[config.mk]
export PLATFORM = sky130hd
export DESIGN_NAME = ex_muldiv_seq
export DESIGN_NICKNAME = d
export VERILOG_FILES = /design/src/rtl/ex_muldiv_seq_pkg.sv /design/src/rtl/ex_muldiv_seq_iter_dp.sv /design/src/rtl/ex_muldiv_seq.sv
export SDC_FILE = /design/constraint.sdc
export NUM_CORES = 1
export LEC_CHECK = 0
export BUFFER_PORTS_ARGS = -buffer_cell sky130_fd_sc_hd__buf_2
export CORE_MARGIN = 4
export CORE_UTILIZATION = 35
export DETAILED_ROUTE_END_ITERATION = 10
export GPL_ROUTABILITY_DRIVEN = 0
export GPL_TIMING_DRIVEN = 1
export SYNTH_ARGS = -nofsm -noshare
export SYNTH_HDL_FRONTEND = slang
export SYNTH_SLANG_ARGS = --single-unit
[constraint.sdc]
create_clock -name clk -period 8.8 [get_ports clk]
set_input_delay 0.88 -clock clk [delete_from_list [all_inputs] [get_ports clk]]
set_output_delay 0.88 -clock clk [all_outputs]
set_load 0.005 [all_outputs]
[src/rtl/ex_muldiv_seq_pkg.sv]
// Shared types for the EX-stage RV32M multiply/divide sequencer.
package cpu_types;

  localparam int MULDIV_ITERS = 32;

  typedef enum logic [2:0] {
    OP_MUL    = 3'b000,
    OP_MULH   = 3'b001,
    OP_MULHSU = 3'b010,
    OP_MULHU  = 3'b011,
    OP_DIV    = 3'b100,
    OP_DIVU   = 3'b101,
    OP_REM    = 3'b110,
    OP_REMU   = 3'b111
  } muldiv_op_e;

  typedef enum logic [1:0] {
    ST_IDLE,
    ST_MUL,
    ST_DIV,
    ST_DONE
  } muldiv_state_e;

  // rs1 is interpreted as signed by these ops
  function automatic logic op_signed_a(input muldiv_op_e op);
    return op inside {OP_MULH, OP_MULHSU, OP_DIV, OP_REM};
  endfunction

  function automatic logic op_signed_b(input muldiv_op_e op);
    return op inside {OP_MULH, OP_DIV, OP_REM};
  endfunction

endpackage

[src/rtl/ex_muldiv_seq_iter_dp.sv]
// Iterative datapath: one shift-add multiply or restoring-divide step per enable.
// hi holds the upper product / partial remainder, lo the multiplier / quotient.
module muldiv_iter_dp
  import cpu_types::*;
#(
  parameter int XLEN = 32
) (
  input  logic            clk,
  input  logic            rst_n,
  input  logic            load,
  input  logic            en,
  input  logic            div_mode,
  input  logic [XLEN-1:0] a_in,
  input  logic [XLEN-1:0] b_in,
  output logic [XLEN-1:0] hi_step,
  output logic [XLEN-1:0] lo_step
);

  logic [XLEN-1:0] hi;
  logic [XLEN-1:0] lo;
  logic [XLEN-1:0] md;
  logic [XLEN:0]   sum;
  logic [XLEN:0]   shifted;
  logic [XLEN:0]   diff;

  // Step results are exported so the sequencer can capture the final value
  // on the same edge that performs the last iteration.
  always_comb begin
    sum     = {1'b0, hi} + (lo[0] ? {1'b0, md} : '0);
    shifted = {hi, lo[XLEN-1]};
    diff    = shifted - {1'b0, md};
    hi_step = sum[XLEN:1];
    lo_step = {sum[0], lo[XLEN-1:1]};
    if (div_mode) begin
      if (diff[XLEN]) begin
        hi_step = shifted[XLEN-1:0];
        lo_step = {lo[XLEN-2:0], 1'b0};
      end else begin
        hi_step = diff[XLEN-1:0];
        lo_step = {lo[XLEN-2:0], 1'b1};
      end
    end
  end

  // Multiply is commutative, so a goes to lo and b to md for both modes.
  always_ff @(posedge clk or negedge rst_n) begin
    if (!rst_n) begin
      hi <= '0;
      lo <= '0;
      md <= '0;
    end else if (load) begin
      hi <= '0;
      lo <= a_in;
      md <= b_in;
    end else if (en) begin
      hi <= hi_step;
      lo <= lo_step;
    end
  end

endmodule

[src/rtl/ex_muldiv_seq.sv]
// RV32M sequencer: FSM, iteration counter, sign fixup and pipeline stall; done_o 33 cycles
// after acceptance (1 for div-by-zero/overflow). MULDIV_FAST_MUL_EN selects a 1-cycle multiply.
module ex_muldiv_seq
  import cpu_types::*;
#(
  parameter int XLEN  = 32,
  parameter int ITERS = MULDIV_ITERS
) (
  input  logic            clk,
  input  logic            rst_n,
  input  logic            start_i,
  input  logic            kill_i,
  input  logic [2:0]      funct3_i,
  input  logic [XLEN-1:0] op_a_i,
  input  logic [XLEN-1:0] op_b_i,
  output logic            stall_o,
  output logic            done_o,
  output logic [XLEN-1:0] result_o
);

  localparam int              CW      = $clog2(ITERS);
  localparam logic [CW-1:0]   LAST    = CW'(ITERS - 1);
  localparam logic [XLEN-1:0] MIN_NEG = {1'b1, {(XLEN-1){1'b0}}};

  muldiv_state_e     state, state_nxt;
  logic [CW-1:0]     cnt;
  muldiv_op_e        op_q, op_in, fop;
  logic              neg_q, rneg_q, fneg, frneg;
  logic [XLEN-1:0]   result_q, res_nxt;
  logic              res_ld, accept, busy, step_en;
  logic              a_neg, b_neg, div_zero, div_ovf, fast_done;
  logic [XLEN-1:0]   mag_a, mag_b, hi_step, lo_step;
  logic [2*XLEN-1:0] full, prod;

  assign op_in    = muldiv_op_e'(funct3_i);
  assign accept   = start_i & ~kill_i & (state == ST_IDLE);
  assign busy     = (state == ST_MUL) | (state == ST_DIV);
  assign step_en  = busy & ~kill_i;

  assign a_neg    = op_signed_a(op_in) & op_a_i[XLEN-1];
  assign b_neg    = op_signed_b(op_in) & op_b_i[XLEN-1];
  assign mag_a    = a_neg ? -op_a_i : op_a_i;
  assign mag_b    = b_neg ? -op_b_i : op_b_i;
  assign div_zero = funct3_i[2] & (op_b_i == '0);
  assign div_ovf  = ((op_in == OP_DIV) | (op_in == OP_REM)) &
                    (op_a_i == MIN_NEG) & (op_b_i == '1);

`ifdef MULDIV_FAST_MUL_EN
  logic [2*XLEN-1:0] fast_prod;
  assign fast_prod = {{XLEN{1'b0}}, mag_a} * {{XLEN{1'b0}}, mag_b};
  assign fast_done = ~funct3_i[2];
`else
  assign fast_done = 1'b0;
`endif

  muldiv_iter_dp #(.XLEN(XLEN)) u_dp (
    .clk      (clk),
    .rst_n    (rst_n),
    .load     (accept),
    .en       (step_en),
    .div_mode (state == ST_DIV),
    .a_in     (mag_a),
    .b_in     (mag_b),
    .hi_step  (hi_step),
    .lo_step  (lo_step)
  );

  // In IDLE the result comes straight from the inputs (special cases or the
  // fast product); otherwise from the datapath's final step.
  always_comb begin
    fop   = op_q;
    fneg  = neg_q;
    frneg = rneg_q;
    full  = {hi_step, lo_step};
    if (state == ST_IDLE) begin
      fop   = op_in;
      fneg  = a_neg ^ b_neg;
      frneg = a_neg;
`ifdef MULDIV_FAST_MUL_EN
      full  = fast_prod;
`else
      full  = '0;
`endif
    end
    prod = fneg ? -full : full;
    case (fop)
      OP_MUL:                       res_nxt = prod[XLEN-1:0];
      OP_MULH, OP_MULHSU, OP_MULHU: res_nxt = prod[2*XLEN-1:XLEN];
      OP_DIV, OP_DIVU:              res_nxt = fneg ? -full[XLEN-1:0] : full[XLEN-1:0];
      default:                      res_nxt = frneg ? -full[2*XLEN-1:XLEN] : full[2*XLEN-1:XLEN];
    endcase
    if (state == ST_IDLE) begin
      if (div_zero)     res_nxt = funct3_i[1] ? op_a_i : '1;
      else if (div_ovf) res_nxt = funct3_i[1] ? '0 : MIN_NEG;
    end
  end

  always_comb begin
    state_nxt = state;
    res_ld    = 1'b0;
    case (state)
      ST_IDLE: begin
        if (accept) begin
          if (div_zero | div_ovf | fast_done) begin
            state_nxt = ST_DONE;
            res_ld    = 1'b1;
          end else if (funct3_i[2]) begin
            state_nxt = ST_DIV;
          end else begin
            state_nxt = ST_MUL;
          end
        end
      end
      ST_MUL, ST_DIV: begin
        if (kill_i) begin
          state_nxt = ST_IDLE;
        end else if (cnt == LAST) begin
          state_nxt = ST_DONE;
          res_ld    = 1'b1;
        end
      end
      default: state_nxt = ST_IDLE;
    endcase
  end

  always_ff @(posedge clk or negedge rst_n) begin
    if (!rst_n) begin
      state    <= ST_IDLE;
      cnt      <= '0;
      op_q     <= OP_MUL;
      neg_q    <= 1'b0;
      rneg_q   <= 1'b0;
      result_q <= '0;
    end else begin
      state <= state_nxt;
      if (accept) begin
        cnt    <= '0;
        op_q   <= op_in;
        neg_q  <= a_neg ^ b_neg;
        rneg_q <= a_neg;
      end else if (step_en) begin
        cnt <= cnt + 1'b1;
      end
      if (res_ld) result_q <= res_nxt;
    end
  end

  // Dropping stall in DONE lets the held instruction leave without restarting.
  assign stall_o  = start_i & ~kill_i & (state != ST_DONE);
  assign done_o   = (state == ST_DONE);
  assign result_o = result_q;

endmodule

==> reports/metrics.cfg, run 1 <==
[drt]
totalWireLength_um=64200
drt_iter0_markers=2031
viasPerCell=6.16
ant_nets=0
drc=0
num_vias=17798
drt_first_pass_iters=6
wl_per_cell_um=22.2

[synthesis]
synthCells=2266
synth_flop_cell=dfrtp_1
yosys.area.top_type=dfrtp_1
synth_nets=2413
avgSynthCellArea_um2=7.17
synth_seq_cells=140
ys_warn_count=0
synth.top_cells.by_area=dfrtp_1, o21ai_0, nor2_1, a21oi_1, nand2_1
ys_seq_area_share_pct=21.6
synth_top_area_share_pct=21.6
synth_common_cells=nor2_1, nand2_1, o21ai_0
async_flop_share_pct=100
yosysUniqueCellTypes=106
synthesis.area_um2=16200
yosysMostFrequentCell=nor2_1
synth-edff-count=0

[timing]
maxSlewHeadroom_pct=18.1
setup_tns_ps=0
skew_ps=15.3
hold_viol=0
worstMarginPinSlew_ps=1220
setup_viol=0
fin_crit_ps=6500
rsz0062_at_grt=false
setup_ws_ps=2300
slew_violations=0
min_period_over_period_pct=73.9
max_freq_ghz=0.154
timing.hold.ws_ps=327

[clocking]
hold_buffers=0
tritoncts=built
cts_sinks=140
clkTransAtPathRegs_ps=70
cts.htree.levels=4
cts_buffers=17
insertion_delay_ps=470
ctsRootBufferMaster=clkbuf_16
cts_resized=0
cts_setup_buffers=0
clk_path_buf_depth=2

[final_layout]
multi_input_area_um2=12000
nNetsFinal=2424
area_growth_pct=9.28
num_antenna_cells=0
final_layout_size_suffix_gt1_share_pct=10.1
num-fill-cells=4830
seq_area_um2=3500
fin_util_pct=38.9

[outcome]
status=completed

[global_route]
grt_overflow=0
grt_max_degree=89
grt_pass1_wl_um=98500
antenna_found_initial=1
grt_usage_pct=24.9
first_global_vias=16660

[die]
core-area_um2=45700
start_util_pct=35.6
die_h_um=223
die_area_um2=49900
die-width_um=223
num_io_pins=105
num_rows=78

[setup_path]
reg2regPathDepth=22
timing.rr.end=result_o[28]
cp-end-kind=flop
worstPathRequired_ps=9120
r2r_start=u_dp.lo[31]
worstSetupPathType=flop to flop
worst_ep_arrival_time_ps=6820
crit_fanout=27
start_kind=flop
r2r_slack_ps=2300

[run]
max_cap_violations=0

[placement]
dp_slack_ps=2500
hpwl_um=48900
io_buffers=104

[pwr]
peakVddDrop_mv=0.503
leakagePower_nw=7.23
power.total_mw=8.61
power.density_nw_per_um2=485

[min_path]
hold_path.class=input port to async pin

critical path, stage by stage (launching register included):
cell       delay [ps]
dfrtp_1           430
inv_1              70
ha_1              210
fa_1              410
nand2b_1          220
a21oi_1           350
o211a_1           290
o211ai_1          230
o211ai_4          170
buf_4             360
nor2_2            140
a21oi_1           190
or2_2             150
ha_1              160
o21ai_1           140
a2111oi_0         970
and2_1            530
o2111ai_1         260
nor2_1            340
a21oi_1           130
xor2_1            160
a221oi_1          310
o21ai_1            80
metal layers:
layer / up-vias / part of all wire, % / global-route usage, %
li1: 8309 / - / -
met1: 8431 / 43 / 34.3
met2: 890 / 44 / 38.5
met3: 166 / 7.9 / 4.04
met4: 2 / 4.4 / 10.8
met5: - / 0.020 / 0
logic make-up (layout without fill, tap and decap cells):
kind of cell | count (synthesis) | count (layout) | synth area share [%]
and+or+nand+nor | 840 | 840 | 23.8
muxes | 51 | 51 | 3.23
AOI/OAI and AO/OA | 785 | 785 | 31.5
DFF | 140 | 140 | 21.6
buffers and inverters | 212 | 236 | 5.24
xor gates and xnor gates | 162 | 162 | 8.73
adders and majority gates | 76 | 76 | 5.94
placed cells by master, fill, tap and decap left out, drive strengths merged, types with 38 or more instances in the layout:
cell	n
inv	78
nor2	280
o21ai	239
a21oi	207
o211ai	59
nand2	257
mux2i	49
ha	74
nand3	38
xnor2	68
dfrtp	140
xor2	94
nor3	66
buf	126
state kept, by name (all words and copies together), names as in the netlist:
| signal | flops |
|---|---|
| neg_q | 1 |
| u_dp.hi | 32 |
| op_q | 3 |
| u_dp.lo | 32 |
| state | 2 |
| result_o | 32 |
| u_dp.md | 32 |
| rneg_q | 1 |
| cnt | 5 |
report_power, final:
part	internal [mW]	leakage [nW]	switching, mW	total [mW]
Sequential	0.874	1.79	0.273	1.15
Clock	0.386	0.260	0.330	0.716
Combinational	2.29	5.19	4.46	6.74
how the worst max path moves through the flow:
stage / slack, ps / cells past startpoint / to / from
final: 2300 / 22 / result_o[28] / u_dp.lo[31]
after global routing: 1760 / 22 / result_o[26] / u_dp.lo[31]
after CTS: 2460 / 22 / result_o[28] / u_dp.lo[31]
after detailed placement: 2500 / 22 / result_o[28] / u_dp.lo[31]
after global placement: 2600 / 22 / result_o[26] / u_dp.lo[31]
after floorplan: 3380 / 20 / result_o[26] / state[0]
metrics by stage:
step	cell area, µm²	instances
global placement	17200	2858
finish	17800	2890
detailed placement	17200	2858
floorplan	16200	2266
global route	17800	2890
CTS	17800	2890
layout make-up:
cell class / count / area share (%)
clock inverter: 15 / 0.719
timing repair buffer: 126 / 3.90
inverter: 78 / 1.65
multi-input combinational: 1914 / 67.4
tap: 600 / 4.23
sequential: 140 / 19.7
clock buffer: 17 / 2.40
Note: power is estimated with default switching activity, not from simulation.
==> run 2, diff against run 1 <==
==> constraint.sdc (replaced) <==
create_clock -name clk -period 6.2 [get_ports clk]
set_input_delay 0.62 -clock clk [delete_from_list [all_inputs] [get_ports clk]]
set_output_delay 0.62 -clock clk [all_outputs]
set_load 0.005 [all_outputs]
==> run 2 against run 1 <==
Compared with the run above: final cell count is 0.42% higher; sequential power increased by 43%; hold slack got worse by 53 ps; wire length is 0.96% higher; combinational power rose by 44%; setup slack lost 1800 ps; register-to-register slack lost 1800 ps; critical path depth did not move; critical path type unchanged; critical endpoint unchanged; largest power group unchanged; highest routed layer unchanged.
==> reports/metrics.cfg, run 2 (synthesis gave the netlist of run 1 again) <==
[outcome]
status=completed

[run]
max_cap_violations=0  ; unchanged

[clocking]
cts_resized=0  ; unchanged
tritoncts=built
cts.htree.levels=4  ; unchanged
ctsRootBufferMaster=clkbuf_16
hold_buffers=0  ; unchanged
clk_path_buf_depth=2  ; unchanged
insertion_delay_ps=470  ; about the same
cts_sinks=140  ; unchanged
cts_setup_buffers=0  ; unchanged
cts_buffers=17  ; unchanged
clkTransAtPathRegs_ps=70  ; about the same

[pwr]
power.density_nw_per_um2=697  ; +44%
power.total_mw=12.5  ; +45%
peakVddDrop_mv=0.548  ; +9.0%
leakagePower_nw=7.31  ; +1.1%

[timing]
setup_tns_ps=0  ; unchanged
maxSlewHeadroom_pct=21.6  ; +3.5 points
rsz0062_at_grt=false
min_period_over_period_pct=91.2  ; +17 points
setup_viol=0  ; unchanged
hold_viol=0  ; unchanged
slew_violations=0  ; unchanged
max_freq_ghz=0.177  ; +15%
skew_ps=17.0  ; +1.71 ps
fin_crit_ps=5650  ; -848 ps
worstMarginPinSlew_ps=1150  ; -75.6 ps
setup_ws_ps=547  ; -1750 ps

[final_layout]
final_area_um2=17900  ; +0.77%
final_layout_size_suffix_gt1_share_pct=10.5  ; +0.43 points
area_growth_pct=10.1
nNetsFinal=2436  ; +0.50%
final_cell_mix=nor2_1, nand2_1, o21ai_0
num-fill-cells=4852  ; +0.46%
final_common_cell=nor2_1
num_antenna_cells=0  ; unchanged

[die]
start_util_pct=35.6  ; unchanged
num_rows=78  ; unchanged
core-area_um2=45700  ; unchanged
die-width_um=223  ; unchanged
die_area_um2=49900  ; unchanged
num_io_pins=105  ; unchanged
die_h_um=223  ; unchanged

[placement]
dp_slack_ps=783  ; -1720 ps
hpwl_um=50000  ; +2.4%
place_area_um2=17300  ; +0.52%
io_buffers=104  ; unchanged

[drt]
drc=0  ; unchanged
viasPerCell=6.22  ; +1.0%
totalWireLength_um=64800  ; +0.96%
route.met3.wl_um=5680  ; +12%
ant_nets=0  ; unchanged
num_vias=18053  ; +1.4%
route.met2.wl_um=28600  ; +0.84%
drt_first_pass_iters=7  ; +1
top_layer_used=met5
wl_per_cell_um=22.3  ; +0.54%
drt_iter0_markers=1958  ; -3.6%
wl_met1_um=27800  ; -0.64%

[setup_path]
reg2regPathDepth=22  ; unchanged
worstSetupPathType=flop to flop
r2r_slack_ps=550  ; -1750 ps
worstPathRequired_ps=6550  ; -2570 ps
timing.rr.end=result_o[28]
start_kind=flop
crit_fanout=10  ; -63%
r2r_start=u_dp.lo[31]
worst_ep_arrival_time_ps=6000  ; -820 ps
cp-end-kind=flop

[min_path]
hold_path.class=input port to async pin

[global_route]
grt_usage_pct=25.1  ; +0.23 points
first_global_vias=16664  ; +0.024%
grt_overflow=0  ; unchanged
grt_pass1_wl_um=99500  ; +0.96%
grt_max_degree=91  ; +2.2%
antenna_found_initial=1  ; unchanged

-- run 2: cell count changes in the layout (fill, tap and decap cells not counted) --
cell / before / now
buf_4: 22 / 34
clkinvlp_4: 5 / 4
clkbuf_1: 0 / 1
clkinv_4: 4 / 2
inv_6: 0 / 2
clkinv_2: 5 / 3
bufinv_16: 1 / 3
-- run 2: layout make-up --
class	instances	area, µm²	share of cell area (%)
Clock buffer	18	429	2.40
Multi-Input combinational cell	1914	12000	66.9
Sequential cell	140	3500	19.6
Tap cell	600	751	4.20
Timing Repair Buffer	138	782	4.37
Clock inverter	14	170	0.951
Inverter	78	293	1.64
-- run 2: power breakdown --
part / switching (mW) / leakage, nW / internal (mW)
Clock: 0.483 / 0.283 / 0.633
Sequential: 0.404 / 1.79 / 1.24
Combinational: 6.40 / 5.24 / 3.30
-- run 2: stage by stage --
| stage | instances | hold WS, ps | util [%] |
|---|---|---|---|
| finish | 2902 | 275 | 39.2 |
| global route | 2902 | 344 | 39.2 |
| CTS | 2902 | 311 | 39.2 |
| detailed placement | 2870 | 469 | 37.9 |
| global placement | 2870 | 465 | 37.9 |
| floorplan | 2266 | 324 | - |
-- run 2: critical path: stages (launching register included) --
cell,delay (ps)
dfrtp_1,460
inv_1,70
ha_1,210
fa_1,400
nand2b_1,250
a21oi_1,410
o211a_1,280
o211ai_1,210
o211ai_4,290
nor2_2,80
a21oi_1,150
or2_2,150
ha_1,160
o21ai_1,140
a2111oi_0,450
buf_4,220
and2_1,360
o2111ai_1,240
nor2_1,310
a21oi_1,130
xor2_1,160
a221oi_1,300
o21ai_1,80
-- run 2: worst max path at each step --
stage / from / end / slack, ps / depth (start not counted)
5_1_grt: u_dp.lo[31] / result_o[28] / 270 / 22
6_report: u_dp.lo[31] / result_o[28] / 550 / 22
4_1_cts: u_dp.lo[31] / result_o[28] / 750 / 22
3_3_place_gp: u_dp.lo[31] / result_o[22] / 880 / 18
3_5_place_dp: u_dp.lo[31] / result_o[28] / 780 / 22
2_1_floorplan: state[0] / result_o[26] / 780 / 20
-- run 2: layer usage --
| metal | global-route usage (%) | up-vias |
|---|---|---|
| li1 | - | 8335 |
| met1 | 35.0 | 8609 |
| met2 | 38.9 | 964 |
| met3 | 3.84 | 143 |
| met4 | 10.5 | 2 |
| met5 | 0 | - |
